## src/rtl/piso_pkg.sv

```systemverilog
// Purpose: shared types and constants for the piso_shift_tx serializer.
// Contents: FSM state encoding (IDLE, SHIFT, PARITY) and the default word width.
// Latency/backpressure: n/a (declarations only).
package piso_pkg;

  localparam int PISO_WIDTH = 8;

  typedef enum logic [1:0] {
    IDLE   = 2'd0,
    SHIFT  = 2'd1,
    PARITY = 2'd2
  } state_e;

endpackage

```

## src/rtl/piso_shift_tx_if.sv

```systemverilog
// Purpose: load/serial bus of the piso_shift_tx serializer.
// Ports: PI/LOAD/LEFT_RIGHT from the word source, READY back to it;
//        SO/SO_VALID/DONE carry the serial stream out.
interface piso_shift_tx_if #(
  parameter int WIDTH = piso_pkg::PISO_WIDTH
);

  logic [WIDTH-1:0] PI;
  logic             LOAD;
  logic             LEFT_RIGHT;
  logic             READY;
  logic             SO;
  logic             SO_VALID;
  logic             DONE;

  // Word source / testbench side.
  modport master (
    output PI, LOAD, LEFT_RIGHT,
    input  READY, SO, SO_VALID, DONE
  );

  // Serializer side.
  modport slave (
    input  PI, LOAD, LEFT_RIGHT,
    output READY, SO, SO_VALID, DONE
  );

endinterface

```

## src/rtl/piso_bit_cnt.sv

```systemverilog
// Purpose: index of the frame data bit currently on SO; saturates at WIDTH-1.
// Ports: clk, rst (sync, active high), clr (start of frame), en (advance),
//        cnt (current index), tc (index is WIDTH-1, i.e. last data bit).
module piso_bit_cnt
  import piso_pkg::*;
#(
  parameter int WIDTH = PISO_WIDTH
) (
  input  logic                       clk,
  input  logic                       rst,
  input  logic                       clr,
  input  logic                       en,
  output logic [$clog2(WIDTH)-1:0]   cnt,
  output logic                       tc
);

  localparam int CW = $clog2(WIDTH);

  logic [CW-1:0] cnt_q, cnt_d;

  assign cnt = cnt_q;
  assign tc  = (cnt_q == CW'(WIDTH - 1));

  // Clear wins over enable so a back-to-back reload restarts at bit 0;
  // stopping at tc keeps the count from wrapping inside a frame.
  always_comb begin
    cnt_d = cnt_q;
    if (clr) begin
      cnt_d = '0;
    end else if (en && !tc) begin
      cnt_d = cnt_q + 1'b1;
    end
  end

  always_ff @(posedge clk) begin
    if (rst) begin
      cnt_q <= '0;
    end else begin
      cnt_q <= cnt_d;
    end
  end

endmodule

```

## src/rtl/piso_shift_tx.sv

```systemverilog
// Purpose: parallel-in serial-out transmitter, MSB- or LSB-first per word;
//          optional even-parity bit when PISO_SHIFT_TX_PARITY_EN is defined.
// Ports: C (clock), R (sync active-high reset), bus (piso_shift_tx_if.slave).
//        First bit on SO one cycle after load; READY high in IDLE and final bit cycle.
module piso_shift_tx
  import piso_pkg::*;
#(
  parameter int WIDTH = PISO_WIDTH
) (
  input  logic                 C,
  input  logic                 R,
  piso_shift_tx_if.slave       bus
);

  localparam int CW = $clog2(WIDTH);

  state_e           state_q, state_d;
  logic [WIDTH-1:0] sreg_q, sreg_d;
  logic             dir_q, dir_d;
  logic             so_q, so_d;
  logic             so_vld_q, so_vld_d;
  logic             done_q, done_d;
  logic             ready_q, ready_d;
`ifdef PISO_SHIFT_TX_PARITY_EN
  logic             par_q, par_d;
`endif

  logic [CW-1:0]    cnt;
  logic             tc;
  logic             accept;
  logic             cnt_en;

  assign accept = bus.LOAD & ready_q;
  assign cnt_en = (state_q == SHIFT) & ~tc;

  piso_bit_cnt #(
    .WIDTH (WIDTH)
  ) u_bit_cnt (
    .clk (C),
    .rst (R),
    .clr (accept),
    .en  (cnt_en),
    .cnt (cnt),
    .tc  (tc)
  );

  // All outputs are registered: the _d values describe the cycle after the
  // coming edge. sreg_q keeps the bit currently on SO at its outgoing end,
  // so the next bit is always one position inward.
  always_comb begin
    state_d  = state_q;
    sreg_d   = sreg_q;
    dir_d    = dir_q;
    so_d     = 1'b0;
    so_vld_d = 1'b0;
    done_d   = 1'b0;
`ifdef PISO_SHIFT_TX_PARITY_EN
    par_d    = par_q;
`endif

    if (accept) begin
      state_d  = SHIFT;
      sreg_d   = bus.PI;
      dir_d    = bus.LEFT_RIGHT;
      so_d     = bus.LEFT_RIGHT ? bus.PI[0] : bus.PI[WIDTH-1];
      so_vld_d = 1'b1;
`ifdef PISO_SHIFT_TX_PARITY_EN
      par_d    = ^bus.PI;
`endif
    end else begin
      case (state_q)
        SHIFT: begin
          if (!tc) begin
            sreg_d   = dir_q ? (sreg_q >> 1) : (sreg_q << 1);
            so_d     = dir_q ? sreg_q[1] : sreg_q[WIDTH-2];
            so_vld_d = 1'b1;
`ifndef PISO_SHIFT_TX_PARITY_EN
            // Next bit shown is the last data bit, which ends the frame.
            done_d   = (cnt == CW'(WIDTH - 2));
`endif
          end else begin
`ifdef PISO_SHIFT_TX_PARITY_EN
            state_d  = PARITY;
            so_d     = par_q;
            so_vld_d = 1'b1;
            done_d   = 1'b1;
`else
            state_d  = IDLE;
`endif
          end
        end
`ifdef PISO_SHIFT_TX_PARITY_EN
        PARITY: state_d = IDLE;
`endif
        default: state_d = IDLE;
      endcase
    end

    // Ready next cycle if idle or showing the frame's final bit.
    ready_d = (state_d == IDLE) | done_d;
  end

  always_ff @(posedge C) begin
    if (R) begin
      state_q  <= IDLE;
      sreg_q   <= '0;
      dir_q    <= 1'b0;
      so_q     <= 1'b0;
      so_vld_q <= 1'b0;
      done_q   <= 1'b0;
      ready_q  <= 1'b0;
`ifdef PISO_SHIFT_TX_PARITY_EN
      par_q    <= 1'b0;
`endif
    end else begin
      state_q  <= state_d;
      sreg_q   <= sreg_d;
      dir_q    <= dir_d;
      so_q     <= so_d;
      so_vld_q <= so_vld_d;
      done_q   <= done_d;
      ready_q  <= ready_d;
`ifdef PISO_SHIFT_TX_PARITY_EN
      par_q    <= par_d;
`endif
    end
  end

  assign bus.READY    = ready_q;
  assign bus.SO       = so_q;
  assign bus.SO_VALID = so_vld_q;
  assign bus.DONE     = done_q;

endmodule

```

## src/flat_wrapper.sv

```systemverilog
// flat-port wrapper written by rule: the top's interface ports become plain ports
module piso_shift_tx_flat import piso_pkg::*;
#(
  parameter int WIDTH = PISO_WIDTH
)
  (C, R, bus_PI, bus_LOAD, bus_LEFT_RIGHT, bus_READY, bus_SO, bus_SO_VALID, bus_DONE);
  piso_shift_tx_if #(.WIDTH(WIDTH)) bus_i ();
  input  logic C;
  input  logic R;
  input wire logic [$bits(bus_i.PI)-1:0] bus_PI;
  input wire logic [$bits(bus_i.LOAD)-1:0] bus_LOAD;
  input wire logic [$bits(bus_i.LEFT_RIGHT)-1:0] bus_LEFT_RIGHT;
  output wire logic [$bits(bus_i.READY)-1:0] bus_READY;
  output wire logic [$bits(bus_i.SO)-1:0] bus_SO;
  output wire logic [$bits(bus_i.SO_VALID)-1:0] bus_SO_VALID;
  output wire logic [$bits(bus_i.DONE)-1:0] bus_DONE;
  assign bus_i.PI = bus_PI;
  assign bus_i.LOAD = bus_LOAD;
  assign bus_i.LEFT_RIGHT = bus_LEFT_RIGHT;
  assign bus_READY = bus_i.READY;
  assign bus_SO = bus_i.SO;
  assign bus_SO_VALID = bus_i.SO_VALID;
  assign bus_DONE = bus_i.DONE;
  piso_shift_tx #(.WIDTH(WIDTH)) u_core (.C(C), .R(R), .bus(bus_i));
endmodule
```

## config.mk

```make
export PLATFORM = sky130hd
export DESIGN_NAME = piso_shift_tx_flat
export DESIGN_NICKNAME = d
export VERILOG_FILES = /design/src/rtl/piso_pkg.sv /design/src/rtl/piso_shift_tx_if.sv /design/src/rtl/piso_bit_cnt.sv /design/src/rtl/piso_shift_tx.sv /design/src/flat_wrapper.sv
export SDC_FILE = /design/constraint.sdc
export NUM_CORES = 1
export LEC_CHECK = 0
export ABC_AREA = 1
export CAP_MARGIN = 0
export CORE_MARGIN = 2
export CORE_UTILIZATION = 50
export CTS_BUF_LIST = sky130_fd_sc_hd__clkbuf_8
export DETAILED_ROUTE_END_ITERATION = 8
export PLACE_DENSITY = 0.82
export SYNTH_ARGS = -nofsm -noshare
export SYNTH_HDL_FRONTEND = slang
export SYNTH_SLANG_ARGS = --single-unit
export TNS_END_PERCENT = 1
```

## constraint.sdc

```tcl
create_clock -name C -period 2.5 [get_ports C]
set_clock_uncertainty 0.15 [all_clocks]
set_input_delay 0.5 -clock C [delete_from_list [all_inputs] [get_ports C]]
set_output_delay 0.5 -clock C [all_outputs]
set_load 0.05 [all_outputs]
```

==> flow_metrics.py, run 1 <==
metrics = {
    "layout": {
        "diodes": 0,
        "final_core_util": 0.6602,
        "nFillCells": 152,
        "drive_gt1_frac": 0.04430,
        "nNetsFinal": 175,
        "syn2layout_area_growth_pct": 22.31,
    },
    "detailed_routing": {
        "num_vias": 913,
        "wirelength_mm": 1.946,
        "drt_first_pass_iters": 5,
        "drc_errors": 0,
        "routed_via_density": 4.989,
        "drtAntennaViolNets": 0,
        "drtIter0Drc": 36,
        "wl_per_cell_um": 10.63,
    },
    "floorplan": {
        "rows": 15,
        "pin_count": 16,
        "core_um2": 1745,
        "die-area_um2": 2248,
        "die_y_um": 47.41,
        "dieWidth_um": 47.41,
        "start_util": 0.5398,
    },
    "yosys": {
        "synth_edf_count": 0,
        "synthTopCellsByCount": "nand2_1 (37), nor2_1 (22), nand3_1 (20), dfxtp_1 (18), inv_1 (13)",
        "yosysWarnings": 0,
        "ys_seq_area_frac": 0.3825,
        "synth-seq-cells": 18,
        "syn_avg_cell_area_um2": 6.588,
        "synthTopCellsByArea": "dfxtp_1 (38%), nand2_1 (15%), nand3_1 (11%)",
        "synth-main-ff-cell": "dfxtp_1",
        "synth_top_area_share": 0.3825,
        "synth_cell_types": 18,
        "syn-num-nets": 159,
        "synth_most_common_cell": "nand2_1",
        "yosysTopAreaCell": "dfxtp_1",
        "synth_cells": 143,
        "async_flop_share": 0,
        "synth.cell_area_um2": 942.2,
    },
    "power": {
        "pwr-share-clk": 0.354,
        "power_leakage_nw": 0.5227,
        "intPower_mw": 0.4930,
        "pwr-share-seq": 0.477,
        "ir_worst_vdd_uv": 385.7,
        "powerDensity_nw_per_um2": 581.2,
        "power_switching_mw": 0.1767,
        "swShare": 0.2639,
        "pwr-share-comb": 0.169,
    },
    "critical_path": {
        "worst_setup_path_end_kind": "output pin",
        "critPathBufInv": 1,
        "worstPathRequired_ns": 1.85,
        "slowest_stage": "clkdlybuf4s50_1",
        "start_kind": "register",
        "crit_fanout": 8,
        "critical_path_class": "register to output pin",
        "slowest_delay_ns": 0.86,
        "cpLargestDelayFamily": "buffers and inverters",
        "crit_chain": "clkdlybuf4s50_1",
        "critPathArrivalTime_ns": 1.58,
    },
    "status": {
        "status": "complete, no violations",
    },
    "cts": {
        "cts_buffers": 3,
        "clk_path_buf_depth": 2,
        "cts_hold_buf": 0,
        "clock_latency_ns": 0.25,
        "post_cts_buffers": 0,
        "cts_root_buffer": "clkbuf_8",
        "clkTransAtPathRegs_ns": 0.07,
        "cts_tree": "built",
        "post_cts_resized": 0,
        "cts_sinks": 18,
        "cts_max_level": 1,
    },
    "timing": {
        "slew_violations": 0,
        "setup_viol": 0,
        "final_hold_viol_count": 0,
        "final.period_utilization": 0.8940,
        "setup_tns_ns": 0,
        "grt_setup_unrepaired": "no",
        "fmaxAchievable_mhz": 447.4,
        "fin_crit_ns": 2.235,
    },
    "global_routing": {
        "grt_pass1_wl_mm": 3.139,
        "antenna_found_initial": 0,
        "grt_pass1_vias": 780,
        "grt_max_degree": 14,
        "grt_overflow": 0,
        "gr-usage-all-layers": 0.1991,
    },
    "placed_design": {
        "port_buffers": 15,
        "gp_congestion": 0.8972,
        "dp_hpwl_mm": 1.470,
    },
    "worst_hold_path": {
        "min_path_type": "register to register",
    },
    "flow_run": {
        "max_cap_violations": 0,
    },
}
-- placed cells by master (no fill, tap or decap), drive strengths merged --
master / synthesis / final
nor2: 22 / 22
a21oi: 11 / 11
nand3b: 2 / 2
nand2: 39 / 39
conb: 1 / 1
dfxtp: 18 / 18
ha: 4 / 4
nand3: 20 / 20
o21a: 1 / 1
inv: 14 / 14
nand4: 3 / 3
o22ai: 1 / 1
clkbuf: 0 / 4
clkdlybuf4s50: 0 / 15
o21ai: 1 / 1
clkinv: 2 / 2
-- cells by family (layout without fill, tap and decap cells) --
logic type / after synthesis / in the layout / share of synthesized area
buf+inv: 20 / 35 / 0.09163
fa+ha+maj: 4 / 4 / 0.05312
flops: 18 / 18 / 0.3825
compound gates: 14 / 14 / 0.07835
simple gates: 86 / 86 / 0.3904
other cells: 1 / 1 / 0.003980
-- sequential cells by signal, summed over array words and instances, names as in the netlist --
| name | cells |
|---|---|
| u_core.sreg_q | 8 |
| u_core.u_bit_cnt.cnt | 3 |
| u_core.state_q | 2 |
| u_core.bus.DONE | 1 |
| u_core.bus.READY | 1 |
| u_core.bus.SO | 1 |
| u_core.bus.SO_VALID | 1 |
| u_core.dir_q | 1 |
-- cell type report --
class | instances | area (µm²) | area share
Clock buffer | 4 | 55.05 | 0.04777
Inverter | 16 | 60.06 | 0.05212
Multi-Input combinational cell | 105 | 495.5 | 0.4300
Sequential cell | 18 | 360.3 | 0.3127
Tap cell | 25 | 31.28 | 0.02714
Timing Repair Buffer | 15 | 150.1 | 0.1303
-- final timing paths --
| path | cells past startpoint | end | slack [ns] | from |
|---|---|---|---|---|
| hold reg to reg | 2 | u_core.u_bit_cnt.cnt[1] | 0.35 | u_core.u_bit_cnt.cnt[1] |
| hold / removal | 2 | u_core.u_bit_cnt.cnt[1] | 0.35 | u_core.u_bit_cnt.cnt[1] |
| setup reg to reg | 7 | u_core.sreg_q[3] | 0.69 | u_core.u_bit_cnt.cnt[0] |
| setup / recovery | 1 | bus_READY | 0.27 | u_core.bus.READY |
-- power by group through the flow --
stage	sequential (mW)	clock, mW	combinational [mW]
3_5_place_dp	0.325	0	0.112
5_1_grt	0.321	0.251	0.128
2_1_floorplan	0.331	0	0.0688
3_3_place_gp	0.325	0	0.110
6_report	0.319	0.237	0.113
4_1_cts	0.319	0.241	0.113
-- worst reg2reg max path: stages (launching register included) --
cell	delay, ns
dfxtp_1	0.33
ha_1	0.22
ha_1	0.21
inv_1	0.11
nand3_1	0.36
nand3_1	0.18
nand2_1	0.06
nor2_1	0.12
-- per-stage QoR --
stage                     worst slack, ns  hold WS [ns]  total power, mW  std cells  cell area [µm²]
after CTS                          0.2564        0.3540           0.6726        183             1152
after floorplan                    0.9442        0.3118           0.3998        143            942.2
after detailed placement           0.3887        0.3434           0.4376        179             1097
after global placement             0.4563        0.3389           0.4346        179             1097
after global routing               0.2318        0.3673           0.7009        183             1152
final                              0.2651        0.3500           0.6697        183             1152
-- routing by layer --
metal / wire (µm) / vias to the layer above / track usage / share of wire
li1: - / 484 / - / -
met1: 909 / 404 / 0.2459 / 0.47
met2: 916 / 21 / 0.3459 / 0.47
met3: 94 / 4 / 0.03774 / 0.048
met4: 25 / 0 / 0.06667 / 0.013
met5: 0 / - / 0 / 0
No activity file was read; power rests on OpenSTA's default activity.
==> inputs of run 2 (changes only) <==
--- a/config.mk
+++ b/config.mk
@@ -11,7 +11,9 @@
 export CORE_UTILIZATION = 50
 export CTS_BUF_LIST = sky130_fd_sc_hd__clkbuf_8
 export DETAILED_ROUTE_END_ITERATION = 8
+export HOLD_SLACK_MARGIN = 0.03
 export PLACE_DENSITY = 0.82
+export SETUP_SLACK_MARGIN = 0.4
 export SYNTH_ARGS = -nofsm -noshare
 export SYNTH_HDL_FRONTEND = slang
 export SYNTH_SLANG_ARGS = --single-unit
==> run 2 against run 1 <==
Sequential power is essentially flat. Hold slack is the same. Die area is the same. Sequential share of layout area is essentially flat. Utilization shrank 0.072 points. Critical path depth is the same. Via count is the same. Clock power is essentially flat. Register-to-register slack is essentially flat. Global-route usage is the same. Total power shrank 0.14%. Design area shrank 0.11%. Critical path type unchanged.
==> flow_metrics.py, run 2 (same netlist as run 1, synthesis figures left out) <==
metrics = {
    "status": {
        "status": "complete, no violations",
    },
    "layout": {
        "diodes": 0,
        "final_common_cell": "nand2_1",
        "drive_gt1_frac": 0.04430,
        "final_core_util": 0.6595,
        "nFillCells": 152,
        "max_flop_register": "u_core.sreg_q",
        "final_cell_mix": "nand2_1 (37), nor2_1 (22), nand3_1 (20)",
        "largest_reg_flops": 8,
        "final_cells": 183,
        "nNetsFinal": 175,
        "syn2layout_area_growth_pct": 22.18,
    },
    "cts": {
        "cts_buffers": 3,
        "post_cts_buffers": 0,
        "cts_tree": "built",
        "cts_sinks": 18,
        "cts_root_buffer": "clkbuf_8",
        "clkTransAtPathRegs_ns": 0.07,
        "clock_latency_ns": 0.25,
        "cts_hold_buf": 0,
        "cts_max_level": 1,
        "clk_path_buf_depth": 2,
    },
    "detailed_routing": {
        "wirelength_mm": 1.945,
        "drtAntennaViolNets": 0,
        "drc_errors": 0,
        "routed_via_density": 4.989,
        "wl_per_cell_um": 10.63,
        "num_vias": 913,
        "drtIter0Drc": 36,
        "drt_first_pass_iters": 5,
    },
    "critical_path": {
        "critical_path_class": "register to output pin",
        "slowest_delay_ns": 0.79,
        "rr_endpoint": "u_core.sreg_q[3]",
        "slowest_stage": "clkdlybuf4s50_1",
        "crit_chain": "clkdlybuf4s50_1",
        "start_kind": "register",
        "rrSetupSlack_ns": 0.69,
        "critPathArrivalTime_ns": 1.35,
        "cpLargestDelayFamily": "buffers and inverters",
        "crit_fanout": 1,
        "worstPathRequired_ns": 1.85,
        "worst_setup_path_end_kind": "output pin",
        "r2r_start": "u_core.u_bit_cnt.cnt[0]",
        "critPathBufInv": 1,
        "worst_r2r_path_depth": 7,
    },
    "timing": {
        "setup_viol": 0,
        "hold_slack_ns": 0.3500,
        "final.period_utilization": 0.8005,
        "fmaxAchievable_mhz": 499.7,
        "fin_crit_ns": 2.001,
        "final_hold_viol_count": 0,
        "slew_violations": 0,
        "setup_tns_ns": 0,
        "grt_setup_unrepaired": "no",
        "layout_setup_ws_ns": 0.4987,
    },
    "placed_design": {
        "pre_cts_ws_ns": 0.3887,
        "gp_congestion": 0.8972,
        "dp_cells": 179,
        "port_buffers": 15,
        "dp_hpwl_mm": 1.470,
    },
    "power": {
        "power_switching_mw": 0.1767,
        "intPower_mw": 0.4921,
        "pwr-share-seq": 0.477,
        "power_leakage_nw": 0.5249,
        "powerDensity_nw_per_um2": 581.0,
        "pwr-share-clk": 0.355,
        "swShare": 0.2642,
        "ir_worst_vdd_uv": 385.7,
        "pwr-share-comb": 0.168,
    },
    "worst_hold_path": {
        "hold_depth": 2,
        "holdPathEnd": "u_core.u_bit_cnt.cnt[1]",
        "min_from": "u_core.u_bit_cnt.cnt[1]",
        "min_path_type": "register to register",
    },
    "floorplan": {
        "start_util": 0.5398,
        "dieWidth_um": 47.41,
        "rows": 15,
        "pin_count": 16,
        "die-area_um2": 2248,
        "core_um2": 1745,
        "die_y_um": 47.41,
    },
    "global_routing": {
        "gr-usage-all-layers": 0.1991,
        "grt_pass1_wl_mm": 3.139,
        "antenna_found_initial": 0,
        "grt_pass1_vias": 780,
        "grt_overflow": 0,
        "grt_max_degree": 14,
    },
    "flow_run": {
        "max_cap_violations": 0,
    },
}
==> run 2: cell types whose count changed in the layout (fill, tap and decap cells not counted), sizes merged <==
cell | before | now
clkdlybuf4s50 | 15 | 14
dlygate4sd2 | 0 | 1
==> run 2: layout make-up <==
class	count	area [µm²]	area share
Tap cell	25	31.28	0.02717
Timing Repair Buffer	15	148.9	0.1293
Clock buffer	4	55.05	0.04783
Inverter	16	60.06	0.05217
Sequential cell	18	360.3	0.3130
Multi-Input combinational cell	105	495.5	0.4304
==> run 2: how the worst max path moves through the flow <==
stage                             start                to  slack (ns)  cells past startpoint
global placement               bus_LOAD  u_core.sreg_q[0]        0.46                      6
detailed placement             bus_LOAD      u_core.dir_q        0.39                      6
CTS                     u_core.bus.DONE          bus_DONE        0.49                      1
global route        u_core.bus.SO_VALID      bus_SO_VALID        0.44                      1
finish                  u_core.bus.DONE          bus_DONE        0.50                      1
floorplan              u_core.bus.READY  u_core.sreg_q[0]        0.94                      5
==> run 2: metrics by stage <==
| stage | power (mW) | area, µm² |
|---|---|---|
| final | 0.6688 | 1151 |
| after global routing | 0.6999 | 1151 |
| after CTS | 0.6717 | 1151 |
| after detailed placement | 0.4376 | 1097 |
| after global placement | 0.4346 | 1097 |
| after floorplan | 0.3998 | 942.2 |
==> run 2: what timing repair did <==
| action | in CTS | in global routing |
|---|---|---|
| gates resized for setup | 1 | 0 |
| endpoints found under the hold margin | 0 | 0 |
| endpoints found under the setup margin | 1 | 0 |
==> run 2: power groups by stage <==
stage	Clock, mW	Combinational, mW	Sequential [mW]
final	0.237	0.112	0.319
after global routing	0.251	0.127	0.321
after CTS	0.241	0.112	0.319
after detailed placement	0	0.112	0.325
after global placement	0	0.110	0.325
after floorplan	0	0.0688	0.331
==> run 2: metal layers <==
metal,vias up,share of wire,track usage,routed length [µm]
li1,484,-,-,-
met1,404,0.47,0.2459,909
met2,21,0.47,0.3459,916
met3,4,0.048,0.03774,94
met4,0,0.013,0.06667,25
met5,-,0,0,0
==> inputs of run 3 (changes only) <==
--- a/config.mk
+++ b/config.mk
@@ -8,7 +8,7 @@
 export ABC_AREA = 1
 export CAP_MARGIN = 0
 export CORE_MARGIN = 2
-export CORE_UTILIZATION = 50
+export CORE_UTILIZATION = 48
 export CTS_BUF_LIST = sky130_fd_sc_hd__clkbuf_8
 export DETAILED_ROUTE_END_ITERATION = 8
 export HOLD_SLACK_MARGIN = 0.03
==> constraint.sdc (replaced) <==
create_clock -name C -period 1.7 [get_ports C]
set_clock_uncertainty 0.15 [all_clocks]
set_input_delay 0.34 -clock C [delete_from_list [all_inputs] [get_ports C]]
set_output_delay 0.34 -clock C [all_outputs]
set_load 0.05 [all_outputs]
==> run 3 against run 2 <==
Highest routed layer unchanged. Combinational power up 69%. Total power up 51%. Design area up 13%. Critical path type is now register to register. Routed wire length up 14%. Sequential power up 49%.
==> flow_metrics.py, run 3 (same netlist as run 1, synthesis figures left out) <==
metrics = {
    "status": {
        "status": "complete, no violations",
    },
    "detailed_routing": {
        "drc_errors": 0,
        "wl_per_cell_um": 11.58,
        "route.met2.wl_mm": 1.022,
        "drt_first_pass_iters": 4,
        "wirelength_mm": 2.223,
        "routed_via_density": 5.073,
        "route.met3.wl_um": 183,
        "wl_met1_um": 975,
        "drtAntennaViolNets": 0,
        "drtIter0Drc": 68,
        "dr.max_layer_used": "met4",
        "num_vias": 974,
    },
    "power": {
        "ir_worst_vdd_uv": 481.9,
        "powerDensity_nw_per_um2": 779.6,
        "power_leakage_nw": 0.5716,
    },
    "global_routing": {
        "gr-usage-all-layers": 0.2074,
        "grt_overflow": 0,
        "grt_pass1_vias": 866,
        "antenna_found_initial": 0,
        "grt_max_degree": 11,
        "grt_pass1_wl_mm": 3.857,
    },
    "cts": {
        "clkTransAtPathRegs_ns": 0.07,
        "clock_latency_ns": 0.25,
        "cts_max_level": 1,
        "cts_hold_buf": 0,
        "cts_buffers": 3,
        "cts_sinks": 18,
        "clk_path_buf_depth": 2,
        "cts_root_buffer": "clkbuf_8",
        "cts_tree": "built",
    },
    "placed_design": {
        "dp_cells": 185,
        "gp_congestion": 0.8733,
        "dp_hpwl_mm": 1.564,
        "port_buffers": 15,
        "placed_area_um2": 1170,
    },
    "worst_hold_path": {
        "min_path_type": "register to register",
    },
    "floorplan": {
        "dieWidth_um": 48.31,
        "die-area_um2": 2333,
        "core_um2": 1902,
        "die_y_um": 48.31,
        "pin_count": 16,
        "start_util": 0.4954,
        "rows": 16,
    },
    "timing": {
        "setup_viol": 0,
        "slew_violations": 0,
        "grt_setup_unrepaired": "yes",
        "fmaxAchievable_mhz": 715.2,
        "fin_crit_ns": 1.398,
        "setup_tns_ns": 0,
        "final_hold_viol_count": 0,
        "final.period_utilization": 0.8225,
    },
    "critical_path": {
        "worst_r2r_path_depth": 5,
        "rr_endpoint": "u_core.sreg_q[0]",
        "crit_fanout": 7,
        "worstPathRequired_ns": 1.70,
        "r2r_start": "u_core.state_q[0]",
        "slowest_delay_ns": 0.53,
        "critical_path_class": "register to register",
        "crit_chain": "nand2_1 -> nand2_4 -> nand2_1 -> nor2_1 -> nor2_1",
        "slowest_stage": "dfxtp_1",
        "start_kind": "register",
        "crit_end": "u_core.sreg_q[0]",
        "worst_setup_path_end_kind": "register",
        "critPathArrivalTime_ns": 1.39,
        "crit_start": "u_core.state_q[0]",
        "cpLargestDelayFamily": "simple AND/OR/NAND/NOR gates",
        "critical_path_depth": 5,
        "rrSetupSlack_ns": 0.30,
        "critPathBufInv": 0,
    },
    "layout": {
        "final_common_cell": "nand2_1",
        "final_cells": 192,
        "largest_reg_flops": 8,
        "design_area_um2": 1299,
        "syn2layout_area_growth_pct": 37.85,
        "max_flop_register": "u_core.sreg_q",
        "diodes": 0,
        "drive_gt1_frac": 0.1818,
        "nNetsFinal": 182,
        "final_cell_mix": "nand2_1 (35), nor2_1 (22), nand3_1 (19)",
    },
    "flow_run": {
        "max_cap_violations": 0,
    },
}
-- run 3: cell types whose count changed in the layout (fill, tap and decap cells not counted), moves of 2 or more --
cell             before  now
nand3_4               0    2
dfxtp_2               0    2
ha_1                  4    2
clkdlybuf4s50_1      14   10
ha_4                  0    2
buf_4                 0    7
dfxtp_1              18   15
nand2_1              37   35
nand2_4               0    3
inv_1                13   11
-- run 3: through the flow --
stage	setup slack, ns	power [mW]	hold WS, ns	utilization
3_5_place_dp	0.02742	0.6567	0.3485	0.6151
5_1_grt	0.2553	1.057	0.3950	0.6829
6_report	0.3018	1.013	0.3675	0.6829
4_1_cts	0.3659	1.013	0.3654	0.6829
3_3_place_gp	0.06085	0.6521	0.3462	0.6151
2_1_floorplan	0.3977	0.5901	0.2624	-
-- run 3: how the worst min path moves through the flow --
| stage | from | depth (start not counted) | end | slack (ns) |
|---|---|---|---|---|
| 2_1_floorplan | R | 1 | u_core.bus.SO_VALID | 0.26 |
| 3_3_place_gp | u_core.u_bit_cnt.cnt[1] | 2 | u_core.u_bit_cnt.cnt[1] | 0.35 |
| 3_5_place_dp | u_core.u_bit_cnt.cnt[1] | 2 | u_core.u_bit_cnt.cnt[1] | 0.35 |
| 4_1_cts | u_core.u_bit_cnt.cnt[0] | 2 | u_core.u_bit_cnt.cnt[0] | 0.37 |
| 5_1_grt | u_core.u_bit_cnt.cnt[0] | 2 | u_core.u_bit_cnt.cnt[0] | 0.40 |
| 6_report | u_core.u_bit_cnt.cnt[0] | 2 | u_core.u_bit_cnt.cnt[0] | 0.37 |
-- run 3: repair_timing --
item	CTS	global route
gates cloned	2	0
endpoints found under the setup margin	17	18
buffers inserted	1	0
pin swaps	2	0
gates resized for setup	14	1
-- run 3: routing by layer --
layer	global-route usage	vias up
met4	0.07143	0
met3	0.02160	6
met5	0	-
li1	-	502
met1	0.2798	415
met2	0.3472	51
-- run 3: layout make-up --
cell class                      count  area [µm²]
Timing Repair Buffer               20       192.7
Multi-Input combinational cell    106       574.3
Timing Repair inverter              1       7.507
Inverter                           16       68.82
Clock buffer                        4       55.05
Sequential cell                    18       366.6
Tap cell                           27       33.78
Fill cell                         151       603.1
-- run 3: power breakdown --
| group | total (mW) | internal (mW) | switching, mW |
|---|---|---|---|
| logic | 0.189 | 0.0864 | 0.103 |
| registers | 0.476 | 0.448 | 0.0285 |
| clock network | 0.347 | 0.206 | 0.142 |
-- run 3: worst reg2reg max path, cell delays in order (launching register included) --
cell     delay [ns]
dfxtp_1        0.53
nand2_1        0.17
nand2_4        0.12
nand2_1        0.11
nor2_1         0.15
nor2_1         0.07
